--- src/rtl/local_move_best_selector_pkg.sv ---
// Shared widths, FSM encoding and tie-break constants for the streaming best-move selector.
package local_move_pkg;

   typedef enum logic [1:0] {
      ST_IDLE    = 2'd0,
      ST_COLLECT = 2'd1,
      ST_DONE    = 2'd2
   } state_t;

   localparam int TIE_LOWEST = 0;
   localparam int TIE_RANDOM = 1;

   function automatic int gain_w(input int clause_idx_w);
      return clause_idx_w + 1;
   endfunction

   function automatic int int_w(input int int_idx_w, input int int_var_w);
      return (1 << int_idx_w) * int_var_w;
   endfunction

   function automatic int bool_w(input int bool_idx_w);
      return 1 << bool_idx_w;
   endfunction

   function automatic int cnt_w(input int num_candidates);
      return $clog2(num_candidates + 1);
   endfunction

endpackage

--- src/rtl/local_move_best_selector_lfsr16.sv ---
// 16-bit Fibonacci LFSR (x^16+x^14+x^13+x^11+1), stepped once per accepted beat.
module lfsr16 #(
   parameter logic [15:0] SEED = 16'hACE1
) (
   input  logic        in_clk,
   input  logic        in_reset,
   input  logic        in_step,
   output logic [15:0] out_state
);

   logic [15:0] r_state;
   logic        w_fb;

   assign w_fb      = r_state[0] ^ r_state[2] ^ r_state[3] ^ r_state[5];
   assign out_state = r_state;

   always_ff @(posedge in_clk or negedge in_reset) begin
      if (!in_reset) begin
         r_state <= SEED;
      end else if (in_step) begin
         r_state <= {w_fb, r_state[15:1]};
      end
   end

endmodule

--- src/rtl/local_move_best_selector.sv ---
// Streaming best-move selector: folds LANES candidates per beat into a running best,
// then reports best gain/index/assignment with a one-cycle done pulse.
module local_move_best_selector
   import local_move_pkg::*;
#(
   parameter int          INT_IDX_W      = 1,
   parameter int          BOOL_IDX_W     = 1,
   parameter int          INT_VAR_W      = 4,
   parameter int          CLAUSE_IDX_W   = 2,
   parameter int          NUM_CANDIDATES = 4,
   parameter int          LANES          = 2,
   parameter int          TIE_MODE       = 0,
   parameter logic [15:0] LFSR_SEED      = 16'hACE1,
   localparam int         GAIN_W         = gain_w(CLAUSE_IDX_W),
   localparam int         INT_W          = int_w(INT_IDX_W, INT_VAR_W),
   localparam int         BOOL_W         = bool_w(BOOL_IDX_W),
   localparam int         CNT_W          = cnt_w(NUM_CANDIDATES)
) (
   input  logic                    in_clk,
   input  logic                    in_reset,
   input  logic                    in_start,
   input  logic                    in_abort,
   input  logic [CNT_W-1:0]        in_num_candidates,
   input  logic [GAIN_W-1:0]       in_current_gain,
   input  logic                    in_cand_valid,
   output logic                    out_cand_ready,
   input  logic [LANES-1:0]        in_cand_lane_valid,
   input  logic [LANES*GAIN_W-1:0] in_cand_gains,
   input  logic [LANES*INT_W-1:0]  in_cand_int,
   input  logic [LANES*BOOL_W-1:0] in_cand_bool,
   output logic                    out_busy,
   output logic                    out_done,
   output logic [GAIN_W-1:0]       out_best_gain,
   output logic [CNT_W-1:0]        out_best_index,
   output logic [INT_W-1:0]        out_best_assignment_integer,
   output logic [BOOL_W-1:0]       out_best_assignment_boolean,
   output logic                    out_improved,
   output logic                    out_none_valid
);

   localparam int IW = CNT_W + $clog2(LANES + 1);

   state_t              r_state;
   logic [CNT_W-1:0]    r_count, r_num;
   logic [GAIN_W-1:0]   r_cur_gain;
   logic                r_best_valid;
   logic [GAIN_W-1:0]   r_best_gain;
   logic [CNT_W-1:0]    r_best_idx;
   logic [INT_W-1:0]    r_best_int;
   logic [BOOL_W-1:0]   r_best_bool;
   logic                r_done, r_improved, r_none_valid;
   logic [GAIN_W-1:0]   r_out_gain;
   logic [CNT_W-1:0]    r_out_idx;
   logic [INT_W-1:0]    r_out_int;
   logic [BOOL_W-1:0]   r_out_bool;

   logic [15:0]         w_lfsr;
   logic                w_unused_lfsr;
   logic                w_accept, w_last;
   logic [IW-1:0]       w_sum;
   logic [CNT_W-1:0]    w_count_next;
   logic                w_fin_improved;

   logic                w_fv [0:LANES];
   logic [GAIN_W-1:0]   w_fg [0:LANES];
   logic [CNT_W-1:0]    w_fi [0:LANES];
   logic [INT_W-1:0]    w_fint [0:LANES];
   logic [BOOL_W-1:0]   w_fbool [0:LANES];

   // A beat transfers on a cycle where in_cand_valid and out_cand_ready are both high;
   // ready depends only on state, and abort in the same cycle cancels the transfer.
   assign out_cand_ready = (r_state == ST_COLLECT);
   assign out_busy       = (r_state != ST_IDLE);
   assign w_accept       = in_cand_valid && (r_state == ST_COLLECT) && !in_abort;

   assign w_sum        = IW'(r_count) + IW'(LANES);
   assign w_last       = (w_sum >= IW'(r_num));
   assign w_count_next = w_last ? r_num : w_sum[CNT_W-1:0];

   lfsr16 #(.SEED(LFSR_SEED)) u_lfsr (
      .in_clk    (in_clk),
      .in_reset  (in_reset),
      .in_step   (w_accept),
      .out_state (w_lfsr)
   );
   assign w_unused_lfsr = ^w_lfsr;

   assign w_fv[0]    = r_best_valid;
   assign w_fg[0]    = r_best_gain;
   assign w_fi[0]    = r_best_idx;
   assign w_fint[0]  = r_best_int;
   assign w_fbool[0] = r_best_bool;

   // Lanes fold in ascending index order so TIE_LOWEST keeps the earliest equal gain.
   for (genvar l = 0; l < LANES; l++) begin : g_fold
      logic [GAIN_W-1:0] w_gain;
      logic [IW-1:0]     w_idx;
      logic              w_counts, w_tie, w_take;

      assign w_gain   = in_cand_gains[l*GAIN_W +: GAIN_W];
      assign w_idx    = IW'(r_count) + IW'(l);
      assign w_counts = in_cand_lane_valid[l] && (w_idx < IW'(r_num));
      assign w_tie    = (TIE_MODE == TIE_RANDOM) && w_lfsr[l % 16];
      assign w_take   = w_counts && (!w_fv[l] || (w_gain > w_fg[l]) ||
                                     ((w_gain == w_fg[l]) && w_tie));

      assign w_fv[l+1]    = w_fv[l] || w_counts;
      assign w_fg[l+1]    = w_take ? w_gain : w_fg[l];
      assign w_fi[l+1]    = w_take ? w_idx[CNT_W-1:0] : w_fi[l];
      assign w_fint[l+1]  = w_take ? in_cand_int[l*INT_W +: INT_W] : w_fint[l];
      assign w_fbool[l+1] = w_take ? in_cand_bool[l*BOOL_W +: BOOL_W] : w_fbool[l];
   end

   assign w_fin_improved = w_fv[LANES] && (w_fg[LANES] > r_cur_gain);

   always_ff @(posedge in_clk or negedge in_reset) begin
      if (!in_reset) begin
         r_state      <= ST_IDLE;
         r_count      <= '0;
         r_num        <= '0;
         r_cur_gain   <= '0;
         r_best_valid <= 1'b0;
         r_best_gain  <= '0;
         r_best_idx   <= '0;
         r_best_int   <= '0;
         r_best_bool  <= '0;
         r_done       <= 1'b0;
         r_improved   <= 1'b0;
         r_none_valid <= 1'b0;
         r_out_gain   <= '0;
         r_out_idx    <= '0;
         r_out_int    <= '0;
         r_out_bool   <= '0;
      end else begin
         r_done <= 1'b0;
         case (r_state)
            ST_IDLE: begin
               if (in_start) begin
                  r_num        <= in_num_candidates;
                  r_cur_gain   <= in_current_gain;
                  r_count      <= '0;
                  r_best_valid <= 1'b0;
                  r_best_gain  <= '0;
                  r_best_idx   <= '0;
                  r_best_int   <= '0;
                  r_best_bool  <= '0;
                  if (in_num_candidates == '0) begin
                     r_state      <= ST_DONE;
                     r_done       <= 1'b1;
                     r_none_valid <= 1'b1;
                     r_improved   <= 1'b0;
                     r_out_gain   <= '0;
                     r_out_idx    <= '0;
                     r_out_int    <= '0;
                     r_out_bool   <= '0;
                  end else begin
                     r_state <= ST_COLLECT;
                  end
               end
            end
            ST_COLLECT: begin
               if (in_abort) begin
                  r_state <= ST_IDLE;
               end else if (w_accept) begin
                  r_count      <= w_count_next;
                  r_best_valid <= w_fv[LANES];
                  r_best_gain  <= w_fg[LANES];
                  r_best_idx   <= w_fi[LANES];
                  r_best_int   <= w_fint[LANES];
                  r_best_bool  <= w_fbool[LANES];
                  if (w_last) begin
                     r_state      <= ST_DONE;
                     r_done       <= 1'b1;
                     r_none_valid <= !w_fv[LANES];
                     r_improved   <= w_fin_improved;
                     r_out_gain   <= w_fg[LANES];
                     r_out_idx    <= w_fi[LANES];
                     r_out_int    <= w_fint[LANES];
                     r_out_bool   <= w_fbool[LANES];
                  end
               end
            end
            ST_DONE: r_state <= ST_IDLE;
            default: r_state <= ST_IDLE;
         endcase
      end
   end

   assign out_done                    = r_done;
   assign out_best_gain               = r_out_gain;
   assign out_best_index              = r_out_idx;
   assign out_best_assignment_integer = r_out_int;
   assign out_best_assignment_boolean = r_out_bool;
   assign out_improved                = r_improved;
   assign out_none_valid              = r_none_valid;

endmodule

--- config.mk ---
export PLATFORM = sky130hd
export DESIGN_NAME = local_move_best_selector
export DESIGN_NICKNAME = d
export VERILOG_FILES = /design/src/rtl/local_move_best_selector_pkg.sv /design/src/rtl/local_move_best_selector_lfsr16.sv /design/src/rtl/local_move_best_selector.sv
export SDC_FILE = /design/constraint.sdc
export NUM_CORES = 1
export LEC_CHECK = 0
export BUFFER_PORTS_ARGS = -buffer_cell sky130_fd_sc_hd__buf_2
export CAP_MARGIN = 20
export CORE_MARGIN = 5
export CORE_UTILIZATION = 40
export CTS_CLUSTER_DIAMETER = 30
export DETAILED_ROUTE_END_ITERATION = 8
export GPL_TIMING_DRIVEN = 0
export SYNTH_ARGS = -nofsm -noshare
export SYNTH_HDL_FRONTEND = slang
export SYNTH_SLANG_ARGS = --single-unit
--- constraint.sdc ---
create_clock -name in_clk -period 3.6 [get_ports in_clk]
set_input_delay 0 -clock in_clk [delete_from_list [all_inputs] [get_ports in_clk]]
set_output_delay 0 -clock in_clk [all_outputs]
set_load 0.005 [all_outputs]
# Yosys cells after proc, flatten, opt, wreduce, memory -nomap -nowiden
# Index checks and enable logic that the tools add are counted.
[word_totals]
out_inout_bits = 21
input_bits = 39
regBits = 47
elab_cells = 132
[classes]
mux = 77
eq_ne = 8
add_sub_neg = 2
order_cmp = 6
n_reduce_logical = 23
[ops]
columns = ["op", "count"]
rows = [
  ["$mux 8", 10],
  ["$mux 3", 20],
  ["$pmux 8 s2", 2],
  ["$mux 2", 15],
  ["$pmux 3 s2", 5],
  ["$mux 1", 18],
  ["$pmux 2 s2", 3],
  ["$gt 3x3->1", 3],
  ["$pmux 1 s2", 4],
  ["$logic_and 1x1->1", 7],
  ["$ne 2x2->1 const B", 3],
  ["$ne 3x2->1 const B", 2],
  ["$reduce_and 6->1", 1],
  ["$add 3x1->4 const B", 1],
  ["$add 3x2->4 const B", 1],
  ["$ge 4x3->1", 1],
  ["$logic_not 1->1", 4],
  ["$logic_or 1x1->1", 4],
  ["$lt 4x3->1", 1],
  ["$ne 2x1->1 const B", 2],
  ["$reduce_and 4->1", 1],
  ["$reduce_bool 2->1", 2],
  ["$logic_not 3->1", 1],
  ["$lt 3x3->1", 1],
  ["other kinds (4)", 4],
]

# Depth between registers and ports, before layout
# Gate-level depths: netlist of run 1.
[depth]
ltp_word = 14
depth_mapped = 19
depth_no_buf = 18

# Worst setup path after synthesis of run 1
# Ideal clock, no wire load.
[synth_path]
path_type = "register -> register"
from = "reg r_count[1]"
to = "reg r_improved, in the netlist out_improved"
arrival_ns = 3.439
path_buffers = 1
setup_ns = 0.137
stages_incl_launch_ff = 19
t_required_ns = 3.463
synth_period_minus_slack_ns = 3.576
path_slack_ns = 0.024
path_cell_list = "dfrtp_1 -> inv_1 -> ha_1 -> o21bai_1 -> a21oi_1 -> o311a_1 -> buf_6 -> mux2i_2 -> ha_1 -> nor2b_1 -> o21ai_0 -> a32oi_1 -> o21bai_2 -> mux2i_1 -> ha_1 -> a21o_1 -> a21oi_1 -> a311o_1 -> o21ai_0"
[synth_via]
elab_chain_cells = 14
elab_cells_between_ends = 24
classes_between = "add/sub (2); order compare (5); eq/ne (1); mux (6); reduce/logical (10)"
[synth_rtl]
columns = ["item", "line_no", "rtl"]
rows = [
  ["start, declared", "local_move_best_selector.sv:44", "logic [CNT_W-1:0] r_count, r_num;"],
  ["start signal, assigned", "local_move_best_selector.sv:165", "r_count <= w_count_next;"],
  ["$lt 3x3->1", "local_move_best_selector.sv:102", "assign w_counts = in_cand_lane_valid[l] && (w_idx < IW'(r_num));"],
  ["$logic_and 1x1->1", "local_move_best_selector.sv:102", ""],
  ["$logic_and 1x1->1", "local_move_best_selector.sv:104", "assign w_take = w_counts && (!w_fv[l] || (w_gain > w_fg[l]) ||"],
  ["$mux 3", "local_move_best_selector.sv:108", "assign w_fg[l+1] = w_take ? w_gain : w_fg[l];"],
  ["$gt 3x3->1", "local_move_best_selector.sv:104", ""],
  ["$logic_or 1x1->1", "local_move_best_selector.sv:104", ""],
  ["$logic_and 1x1->1", "local_move_best_selector.sv:104", ""],
  ["$mux 3", "local_move_best_selector.sv:108", ""],
  ["$gt 3x3->1", "local_move_best_selector.sv:114", "assign w_fin_improved = w_fv[LANES] && (w_fg[LANES] > r_cur_gain);"],
  ["$logic_and 1x1->1", "local_move_best_selector.sv:114", ""],
  ["$mux 1", "local_move_best_selector.sv:171", "if (w_last) begin"],
  ["$mux 1", "local_move_best_selector.sv:164", "end else if (w_accept) begin"],
  ["$mux 1", "local_move_best_selector.sv:162", "if (in_abort) begin"],
  ["$pmux 1 s2", "local_move_best_selector.sv:136", "case (r_state)"],
  ["end signal, assigned", "local_move_best_selector.sv:175", "r_improved <= w_fin_improved;"],
  ["end, declared", "local_move_best_selector.sv:51", "logic r_done, r_improved, r_none_valid;"],
]
# Several ways; a longest one is shown, not always the timed one. The select of a mux whose other input is x is not followed.
# A chain may end at the register's enable or synchronous reset.

# Final worst setup path of run 1
[layout_path]
from = "reg r_best_gain[1]"
to = "reg r_improved, in the netlist out_improved"
[layout_via]
elab_chain_cells = 14
[layout_rtl]
columns = ["item", "line_no", "rtl"]
rows = [
  ["start, declared", "local_move_best_selector.sv:47", "logic [GAIN_W-1:0] r_best_gain;"],
  ["start signal, assigned", "local_move_best_selector.sv:167", "r_best_gain <= w_fg[LANES];"],
  ["$gt 3x3->1", "local_move_best_selector.sv:104", ""],
  ["$logic_or 1x1->1", "local_move_best_selector.sv:104", ""],
  ["$logic_and 1x1->1", "local_move_best_selector.sv:104", ""],
  ["$mux 3 *", "local_move_best_selector.sv:108", ""],
  ["$gt 3x3->1", "local_move_best_selector.sv:104", ""],
  ["$logic_or 1x1->1", "local_move_best_selector.sv:104", ""],
  ["$logic_and 1x1->1", "local_move_best_selector.sv:104", ""],
  ["$mux 3 *", "local_move_best_selector.sv:108", ""],
  ["$gt 3x3->1 *", "local_move_best_selector.sv:114", ""],
  ["$logic_and 1x1->1 *", "local_move_best_selector.sv:114", ""],
  ["$mux 1 *", "local_move_best_selector.sv:171", ""],
  ["$mux 1 *", "local_move_best_selector.sv:164", ""],
  ["$mux 1 *", "local_move_best_selector.sv:162", ""],
  ["$pmux 1 s2 *", "local_move_best_selector.sv:136", ""],
]
# Every way passes the cells marked *; elsewhere a longest branch is shown, timed or not. The select of a mux whose other input is x is not followed.

==> flow_metrics.py, run 1 <==
metrics = {
    "outcome": {
        "outcome": "complete, but fails checks",
        "failed_checks": "hold timing",
    },
    "floorplanning": {
        "floorplan.initialDensity": 0.415,
        "die_h_um": 91.6,
        "dieArea_um2": 8400,
        "fp-row-count": 29,
        "num_io_pins": 60,
        "die_w_um": 91.6,
        "core_area_um2": 6420,
    },
    "global_route": {
        "grt_start_max_net_pins": 48,
        "antenna_found_initial": 0,
        "grt-ovfl-total": 0,
        "grt_pass1_vias": 2453,
        "grt.total_usage": 0.179,
        "grt_first_pass_wirelength_mm": 12.1,
    },
    "power_and_ir_drop": {
        "ir_drop_v": 0.000395,
        "power.density_nw_per_um2": 884,
        "total_power_w": 0.00322,
        "leakagePower_nw": 1.73,
    },
    "timing": {
        "relSlewSlack": 0.610,
        "tns_ns": 0,
        "rsz0062_at_grt": "true",
        "worst_slew_pin_slew_ns": 0.585,
        "layout_min_cycle_time_ns": 3.57,
        "worst_clock_skew_ns": 0.00775,
        "setup_viol": 0,
        "drv_slew": 0,
        "hold_viol_final": 1,
        "period_share": 0.992,
        "hold_slack_ns": -0.00605,
        "fmax_mhz": 280,
    },
    "layout": {
        "area_growth_pct": 36.7,
        "regArea_um2": 1180,
        "final_nets": 415,
        "multi_input_area_um2": 1480,
        "drive_gt1_frac": 0.341,
        "nFillCells": 567,
        "n_antenna_cell": 0,
    },
    "logic_synthesis": {
        "synth_flop_cell": "dfrtp_1",
        "synth-compound-area-share": 0.213,
        "synth-seq-cells": 47,
        "yosys.area_share.adder": 0.0920,
        "synth_cells": 259,
        "ys_warn_count": 0,
        "synthXorXnorAreaFrac": 0.00328,
        "synth.most_common_cell": "dfrtp_1",
        "synth.distinct_cells": 45,
        "synth_top_cell_area_share": 0.441,
        "yosys.area_share.simple": 0.115,
        "yosys.area.top_type": "dfrtp_1",
        "synth_nets": 317,
        "avgSynthCellArea_um2": 10.3,
        "yosysSeqAreaShare": 0.441,
        "synth_edf_count": 0,
        "synthArstFlopShare": 1.00,
        "synthTopCellsByCount": "dfrtp_1, o21ai_0, nand2_1, inv_1, ha_1",
        "syn-cell-area_um2": 2670,
        "synth_top_family_by_area": "compound AO/OA/AOI/OAI gates",
        "muxShareOfSynthArea": 0.0760,
        "synthTopCellsByArea": "dfrtp_1, ha_1, mux2i_1",
    },
    "critical_path": {
        "r2r.worst_path.cells": 18,
        "rr_endpoint": "out_improved",
        "cp.arrival_ns": 3.74,
        "regToRegStartpoint": "r_best_gain[1]",
        "rrSetupSlack_ns": 0.03,
        "cp-end-kind": "flip-flop",
        "cp.required_ns": 3.77,
        "critPathKind": "reg -> reg",
        "crit_path_start_kind": "flip-flop",
        "cp_max_fo": 4,
    },
    "detailed_routing": {
        "wl_met3_um": 410,
        "dr_wl_met2_mm": 3.75,
        "wirelength_met1_mm": 3.19,
        "drt_iter0_markers": 146,
        "dr.pass1.iters": 4,
        "vias": 2401,
        "drc_errors": 0,
        "postRouteAntennaNets": 0,
        "drt_wl_total_mm": 7.43,
        "highest_layer": "met4",
        "vias_per_cell": 5.52,
        "wl_per_cell_um": 17.1,
    },
    "cts": {
        "cts_buffers": 5,
        "cts-root-buf": "clkbuf_8",
        "htree_num_levels": 2,
        "cts.sinks": 47,
        "clk_latency_ns": 0.30,
        "cts_tree": "built",
        "path_clk_slew_ns": 0.09,
        "clockBufferDepth": 2,
    },
    "min_path": {
        "hold_end": "r_state[0]",
        "min_path_type": "in -> reg",
        "holdCritStartpoint": "in_abort",
        "holdPathStages": 4,
    },
    "placed_design": {
        "io_buffers": 59,
        "gp_congestion": 0.806,
        "hpwl_mm": 5.18,
    },
    "run": {
        "drv_cap": 0,
    },
}
-- cell families (layout without fill, tap and decap cells) --
| family | after synthesis | after routing |
|---|---|---|
| flops | 47 | 47 |
| buf+inv | 36 | 135 |
| compound gates | 75 | 75 |
| fa+ha+maj | 19 | 19 |
| simple gates | 62 | 62 |
| xor+xnor | 1 | 1 |
| mux | 19 | 19 |
-- power breakdown --
group	total [W]	switching, W	internal, W	leakage (nW)
Clock	0.000406	0.000181	0.000225	0.0612
Combinational	0.00195	0.00101	0.000936	1.05
Sequential	0.000872	0.000142	0.000730	0.623
Total	0.00322	0.00133	0.00189	1.73
-- layer usage --
layer  vias up  GRT usage
li1       1152          -
met1      1174      0.237
met2        66      0.299
met3         9     0.0327
met4         0     0.0528
met5         -          0
-- flip-flops by register name, indices dropped and copies added, names as in the netlist --
register / flops
out_best_index: 3
r_cur_gain: 3
r_best_int: 8
r_count: 3
out_none_valid: 1
r_best_gain: 3
r_best_valid: 1
r_num: 3
r_best_idx: 3
out_improved: 1
r_best_bool: 2
out_best_assignment_boolean: 2
r_state: 2
out_best_gain: 3
out_best_assignment_integer: 8
out_done: 1
-- repair_timing --
action / 4_1_cts / 5_1_grt
gates resized for setup: 16 / 21
endpoints found under the setup margin: 27 / 22
pin swaps: 8 / 7
setup buffers: 10 / 3
hold endpoints to repair: 75 / 0
hold buffers: 19 / 0
cloned: 0 / 0
-- per-stage QoR --
| stage | cells | setup WS [ns] | utilization | cell area (µm²) |
|---|---|---|---|---|
| final | 435 | 0.0293 | 0.568 | 3640 |
| after detailed placement | 395 | -0.642 | 0.476 | 3060 |
| after global placement | 395 | -0.591 | 0.476 | 3060 |
| after CTS | 431 | -0.0547 | 0.547 | 3510 |
| after floorplan | 259 | 0.0239 | - | 2670 |
| after global routing | 435 | -0.0896 | 0.568 | 3640 |
-- how the worst max path moves through the flow --
| stage | from | endpoint | slack (ns) | cells past startpoint |
|---|---|---|---|---|
| 2_1_floorplan | r_count[1] | out_improved | 0.02 | 18 |
| 3_3_place_gp | r_count[1] | out_improved | -0.59 | 18 |
| 3_5_place_dp | r_count[1] | out_improved | -0.64 | 18 |
| 4_1_cts | r_best_gain[1] | out_improved | -0.05 | 18 |
| 5_1_grt | r_num[1] | out_improved | -0.09 | 18 |
| 6_report | r_best_gain[1] | out_improved | 0.03 | 18 |
-- cell usage in the layout (no fill, tap or decap), types with 4 or more instances in the layout --
cell / synthesis / routed
a21oi_1: 6 / 5
a221o_1: 15 / 15
a32oi_1: 13 / 12
buf_2: 5 / 63
buf_4: 1 / 13
clkbuf_1: 7 / 5
clkbuf_8: 0 / 6
dfrtp_1: 47 / 44
dlygate4sd3_1: 0 / 19
ha_1: 18 / 11
ha_4: 0 / 6
inv_1: 20 / 16
inv_2: 0 / 4
mux2i_1: 16 / 13
nand2_1: 21 / 21
nor2_1: 8 / 7
nor3_1: 15 / 15
o21ai_0: 26 / 24
-- worst max-delay path, stage by stage, from the launching register on --
cell and delay [ns]:
dfrtp_1 0.41, inv_2 0.07, ha_4 0.19, nor2b_1 0.12, o21a_1 0.15, o311a_1 0.29
buf_6 0.14, mux2i_4 0.19, ha_4 0.23, nor2b_4 0.12, o21ai_2 0.12, a32oi_2 0.09
o21bai_4 0.25, mux2i_4 0.33, ha_4 0.23, a21o_1 0.15, a21oi_1 0.13, a311o_1 0.13
o21ai_1 0.06
-- area by class of cell --
cell class | count | share of cell area
Inverter | 20 | 0.0206
Buffer | 15 | 0.0237
Clock buffer | 6 | 0.0227
Multi-Input combinational cell | 176 | 0.407
Tap cell | 77 | 0.0264
Sequential cell | 47 | 0.324
Clock inverter | 2 | 0.00961
Timing Repair Buffer | 92 | 0.166
Power figures use the tool's default switching activity.
==> run 2: changes to the inputs <==
--- a/config.mk
+++ b/config.mk
@@ -8,10 +8,12 @@
 export BUFFER_PORTS_ARGS = -buffer_cell sky130_fd_sc_hd__buf_2
 export CAP_MARGIN = 20
 export CORE_MARGIN = 5
-export CORE_UTILIZATION = 40
+export CORE_UTILIZATION = 51
+export CTS_BUF_LIST = sky130_fd_sc_hd__clkbuf_8
 export CTS_CLUSTER_DIAMETER = 30
 export DETAILED_ROUTE_END_ITERATION = 8
 export GPL_TIMING_DRIVEN = 0
+export PLACE_DENSITY = 0.87
 export SYNTH_ARGS = -nofsm -noshare
 export SYNTH_HDL_FRONTEND = slang
 export SYNTH_SLANG_ARGS = --single-unit
==> flow_metrics.py, run 2 (synthesis gave the netlist of run 1 again) <==
metrics = {
    "critical_path": {
        "critPathKind": "reg -> reg",
        "rrSetupSlack_ns": -0.14,
        "rr_endpoint": "out_improved",
        "critical_path_buf_inv_count": 1,
        "cp-end-kind": "flip-flop",
        "cp.required_ns": 3.78,
        "cp_max_fo": 6,
        "setup.worst_path.start": "r_count[2]",
        "crit_chain": "ha_1, nand2b_1, a21oi_2, o311a_1, buf_6, mux2i_4, ha_4, nor2b_4, o21ai_2, a32oi_4, o21bai_4, mux2i_2, ha_1, a21o_1, a21oi_1, a311o_1, o21ai_1",
        "crit_family": "compound AO/OA/AOI/OAI gates",
        "crit_top_cell": "ha_1",
        "regToRegStartpoint": "r_count[2]",
        "crit_path_top_delay_cell": "dfrtp_2",
        "r2r.worst_path.cells": 17,
        "crit_path_start_kind": "flip-flop",
        "cp.arrival_ns": 3.92,
        "critPathMaxStageDelay_ns": 0.47,
    },
    "placed_design": {
        "io_buffers": 59,
        "dpl.cell_count": 388,
        "placed_cell_area_um2": 3050,
        "gp_congestion": 0.843,
        "hpwl_mm": 4.95,
        "dp_slack_ns": -0.511,
    },
    "cts": {
        "clockBufferDepth": 2,
        "path_clk_slew_ns": 0.10,
        "cts_buffers": 5,
        "cts-root-buf": "clkbuf_8",
        "clk_latency_ns": 0.32,
        "cts.sinks": 47,
        "htree_num_levels": 2,
        "cts_tree": "built",
    },
    "power_and_ir_drop": {
        "clkPwrFrac": 0.121,
        "switching_share": 0.427,
        "ir_drop_v": 0.000419,
        "power.density_nw_per_um2": 918,
        "power.internal_w": 0.00195,
        "p_sw_w": 0.00145,
        "comb_power_share": 0.620,
        "seq_power_share": 0.259,
        "leakagePower_nw": 1.78,
    },
    "detailed_routing": {
        "vias_per_cell": 5.97,
        "drc_errors": 0,
        "dr.pass1.iters": 6,
        "drt_wl_total_mm": 8.28,
        "postRouteAntennaNets": 0,
        "vias": 2617,
        "drt_iter0_markers": 238,
        "wl_per_cell_um": 18.9,
    },
    "floorplanning": {
        "die_h_um": 82.3,
        "core_area_um2": 5110,
        "dieArea_um2": 6770,
        "die_w_um": 82.3,
        "num_io_pins": 60,
        "floorplan.initialDensity": 0.522,
        "fp-row-count": 26,
    },
    "global_route": {
        "antenna_found_initial": 0,
        "met3_usage": 0.0423,
        "grt-ovfl-total": 0,
        "grt_start_max_net_pins": 48,
        "grt_first_pass_wirelength_mm": 12.6,
        "met1_usage": 0.312,
        "grt.total_usage": 0.248,
        "grt_util_met2": 0.413,
        "grt_pass1_vias": 2605,
        "busiest_layer": "met2",
    },
    "timing": {
        "drv_slew": 0,
        "fmax_mhz": 268,
        "worst_clock_skew_ns": 0.00709,
        "setup_ws_ns": -0.137,
        "hold_viol_final": 0,
        "rsz0062_at_grt": "true",
        "period_share": 1.04,
        "layout_min_cycle_time_ns": 3.74,
        "setup_viol": 1,
        "relSlewSlack": 0.604,
        "worst_slew_pin_slew_ns": 0.594,
    },
    "run": {
        "drv_cap": 0,
    },
    "min_path": {
        "min_path_type": "in -> reg",
        "holdPathStages": 3,
        "hold_end": "r_best_int[3]",
        "holdCritStartpoint": "in_cand_int[3]",
    },
    "layout": {
        "final_core_util": 0.726,
        "n_antenna_cell": 0,
        "stdcell_area_um2": 3710,
        "instances_no_fill": 438,
        "layout_common_cells": "buf_2, dfrtp_1, o21ai_0",
        "drive_gt1_frac": 0.342,
        "area_growth_pct": 39.1,
        "mostFrequentLayoutCell": "buf_2",
        "final_nets": 425,
    },
    "outcome": {
        "outcome": "complete, but fails checks",
        "failed_checks": "setup timing",
    },
}
-- run 2: power groups by stage --
stage | Sequential, W | Clock (W) | Combinational, W
after CTS | 0.000858 | 0.000413 | 0.00179
after global routing | 0.000896 | 0.000435 | 0.00229
after floorplan | 0.000853 | 0 | 0.00113
final | 0.000881 | 0.000413 | 0.00211
after global placement | 0.000873 | 0 | 0.00147
after detailed placement | 0.000881 | 0 | 0.00152
-- run 2: tightest hold or removal path: stages --
cell,delay (ns)
buf_2,0.08
mux2i_1,0.07
o21ai_0,0.15
-- run 2: how the worst max path moves through the flow --
stage                              end  slack [ns]  depth (start not counted)
after floorplan           out_improved        0.02                         18
after global placement    out_improved       -0.42                         18
after detailed placement  out_improved       -0.51                         18
after CTS                 out_improved       -0.03                         18
after global routing      out_improved       -0.29                         18
final                     out_improved       -0.14                         17
-- run 2: cell type report --
cell class | instances | area (µm²)
Multi-Input combinational cell | 176 | 1480
Fill cell | 357 | 1400
Sequential cell | 47 | 1180
Timing Repair Buffer | 102 | 688
Tap cell | 70 | 87.6
Buffer | 15 | 82.6
Inverter | 20 | 75.1
Clock buffer | 5 | 68.8
Clock inverter | 3 | 46.3
-- run 2: metrics by stage --
stage / setup TNS (ns) / hold slack [ns] / total power, W
3_3_place_gp: -1.46 / 0.190 / 0.00234
5_1_grt: -0.298 / 0.0387 / 0.00362
6_report: -0.137 / 0.0139 / 0.00340
3_5_place_dp: -2.27 / 0.193 / 0.00240
4_1_cts: -0.0318 / 0.00614 / 0.00306
2_1_floorplan: 0 / -0.296 / 0.00198
-- run 2: routing by layer --
layer  vias to the layer above  routed length, µm
met2                       144               4150
met5                         -                  0
met4                         0                199
met1                      1281               3380
li1                       1172                  -
met3                        20                548
-- run 2: what timing repair did --
| action | CTS | global route |
|---|---|---|
| pin swaps | 10 | 14 |
| setup buffers | 11 | 8 |
| endpoints found under the hold margin | 77 | 0 |
| hold buffers | 23 | 0 |
| setup endpoints to repair | 23 | 24 |
| resized for setup | 15 | 18 |
==> run 3: changes to the inputs <==
--- a/config.mk
+++ b/config.mk
@@ -14,6 +14,7 @@
 export DETAILED_ROUTE_END_ITERATION = 8
 export GPL_TIMING_DRIVEN = 0
 export PLACE_DENSITY = 0.87
+export REMOVE_ABC_BUFFERS = 1
 export SYNTH_ARGS = -nofsm -noshare
 export SYNTH_HDL_FRONTEND = slang
 export SYNTH_SLANG_ARGS = --single-unit
==> flow_metrics.py, run 3 (synthesis gave the netlist of run 1 again) <==
metrics = {
    "outcome": {
        "outcome": "complete, but fails checks",
        "failed_checks": "setup timing",
    },
    "critical_path": {
        "critPathKind": "reg -> reg",
        "critical_path_buf_inv_count": 2,
        "cp_max_fo": 4,
        "crit_family": "compound AO/OA/AOI/OAI gates",
        "cp-end-kind": "flip-flop",
        "crit_path_start_kind": "flip-flop",
        "cp.arrival_ns": 4.03,
        "cp.required_ns": 3.83,
        "crit_chain": "inv_2, ha_4, nor2b_4, o21a_1, o311a_4, buf_6, mux2_4, ha_4, nor2b_1, o21ai_1, a32oi_2, o21bai_4, mux2i_2, ha_1, a21o_1, a21oi_1, a311o_1, o21ai_1",
        "crit_path_top_delay_cell": "dfrtp_1",
        "critPathMaxStageDelay_ns": 0.41,
    },
    "detailed_routing": {
        "vias": 2404,
        "wirelength_met1_mm": 3.05,
        "drc_errors": 0,
        "vias_per_cell": 5.79,
        "dr.pass1.iters": 4,
        "dr_wl_met2_mm": 3.81,
        "drt_wl_total_mm": 7.32,
        "wl_met3_um": 334,
        "highest_layer": "met4",
        "drt_iter0_markers": 126,
        "wl_per_cell_um": 17.6,
        "postRouteAntennaNets": 0,
    },
    "min_path": {
        "min_path_type": "in -> reg",
    },
    "timing": {
        "drv_slew": 0,
        "period_share": 1.06,
        "setup_ws_ns": -0.204,
        "layout_min_cycle_time_ns": 3.80,
        "hold_viol_final": 0,
        "tns_ns": -0.204,
        "rsz0062_at_grt": "true",
        "setup_viol": 1,
        "relSlewSlack": 0.358,
        "worst_clock_skew_ns": 0.00663,
        "worst_slew_pin_slew_ns": 0.960,
        "fmax_mhz": 263,
    },
    "cts": {
        "clk_latency_ns": 0.30,
        "clockBufferDepth": 2,
        "htree_num_levels": 2,
        "cts_tree": "built",
        "cts.sinks": 47,
        "cts-root-buf": "clkbuf_8",
        "path_clk_slew_ns": 0.09,
        "cts_buffers": 5,
    },
    "power_and_ir_drop": {
        "leakagePower_nw": 1.68,
        "power.density_nw_per_um2": 868,
        "ir_drop_v": 0.000476,
    },
    "layout": {
        "multi_input_area_um2": 1440,
        "area_growth_pct": 30.7,
        "layout_common_cells": "buf_2, dfrtp_1, o21ai_0",
        "drive_gt1_frac": 0.299,
        "final_nets": 402,
        "regArea_um2": 1180,
        "n_antenna_cell": 0,
        "nFillCells": 390,
        "final_core_util": 0.683,
        "mostFrequentLayoutCell": "buf_2",
    },
    "floorplanning": {
        "num_io_pins": 60,
        "floorplan.initialDensity": 0.522,
        "core_area_um2": 5110,
        "die_w_um": 82.3,
        "fp-row-count": 26,
        "die_h_um": 82.3,
        "dieArea_um2": 6770,
    },
    "global_route": {
        "grt-ovfl-total": 0,
        "grt_first_pass_wirelength_mm": 11.2,
        "grt.total_usage": 0.216,
        "grt_start_max_net_pins": 48,
        "antenna_found_initial": 0,
        "grt_pass1_vias": 2496,
    },
    "placed_design": {
        "hpwl_mm": 4.52,
        "io_buffers": 59,
        "dp_slack_ns": -1.11,
        "gp_congestion": 0.896,
    },
    "run": {
        "drv_cap": 0,
    },
}
run 3: changes by cell type in the layout (fill, tap and decap cells not counted), sizes merged:
cell / change
buf: -13
clkbuf: -7
dlygate4sd3: -3
bufinv: -1
clkinv: +1
run 3: worst paths after layout:
path	to	startpoint	slack (ns)	cells after the start
max in group asynchronous	r_count[1]	in_reset	2.95	3
min reg2reg	r_best_int[1]	r_best_int[1]	0.51	2
min	r_best_int[1]	in_cand_int[1]	0.02	3
min in group asynchronous	out_improved	in_reset	0.14	2
max reg2reg	out_improved	r_best_gain[1]	-0.20	18
max	out_improved	r_best_gain[1]	-0.20	18
run 3: timing repair:
action | CTS | global route
resized for setup | 12 | 11
hold buffers | 20 | 0
pin swaps | 4 | 10
endpoints found under the hold margin | 76 | 0
setup endpoints to repair | 33 | 18
setup buffers | 7 | 6
run 3: stage by stage:
stage / std cells / area [µm²] / total power (W) / hold slack [ns]
2_1_floorplan: 243 / 2580 / 0.00190 / -0.296
3_3_place_gp: 372 / 2960 / 0.00223 / 0.200
3_5_place_dp: 373 / 2970 / 0.00232 / 0.196
4_1_cts: 408 / 3360 / 0.00282 / 0.0133
5_1_grt: 415 / 3490 / 0.00324 / 0.0521
6_report: 415 / 3490 / 0.00303 / 0.0246
run 3: layout make-up:
type / instances / share of cell area
clock buffers: 5 / 0.0197
clock inverters: 3 / 0.00467
inverters: 20 / 0.0215
multi-input cells: 176 / 0.412
flip-flops and latches: 47 / 0.338
well taps: 70 / 0.0251
repair buffers: 94 / 0.179
run 3: power breakdown:
group	internal [W]	switching (W)
Sequential	0.000728	0.000145
Combinational	0.000859	0.000978
Clock	0.000133	0.000184
run 3: worst register-to-register path, cell delays in order (launching register included):
cell,delay [ns]
dfrtp_1,0.41
inv_2,0.07
ha_4,0.19
nor2b_4,0.12
o21a_1,0.20
o311a_4,0.40
buf_6,0.13
mux2_4,0.32
ha_4,0.16
nor2b_1,0.11
o21ai_1,0.11
a32oi_2,0.28
o21bai_4,0.14
mux2i_2,0.19
ha_1,0.31
a21o_1,0.11
a21oi_1,0.06
a311o_1,0.31
o21ai_1,0.12
run 3: per-layer routing:
metal,GRT usage,vias up
met4,0.0831,0
met1,0.261,1200
met2,0.374,61
li1,-,1131
met3,0.0434,12
met5,0,-
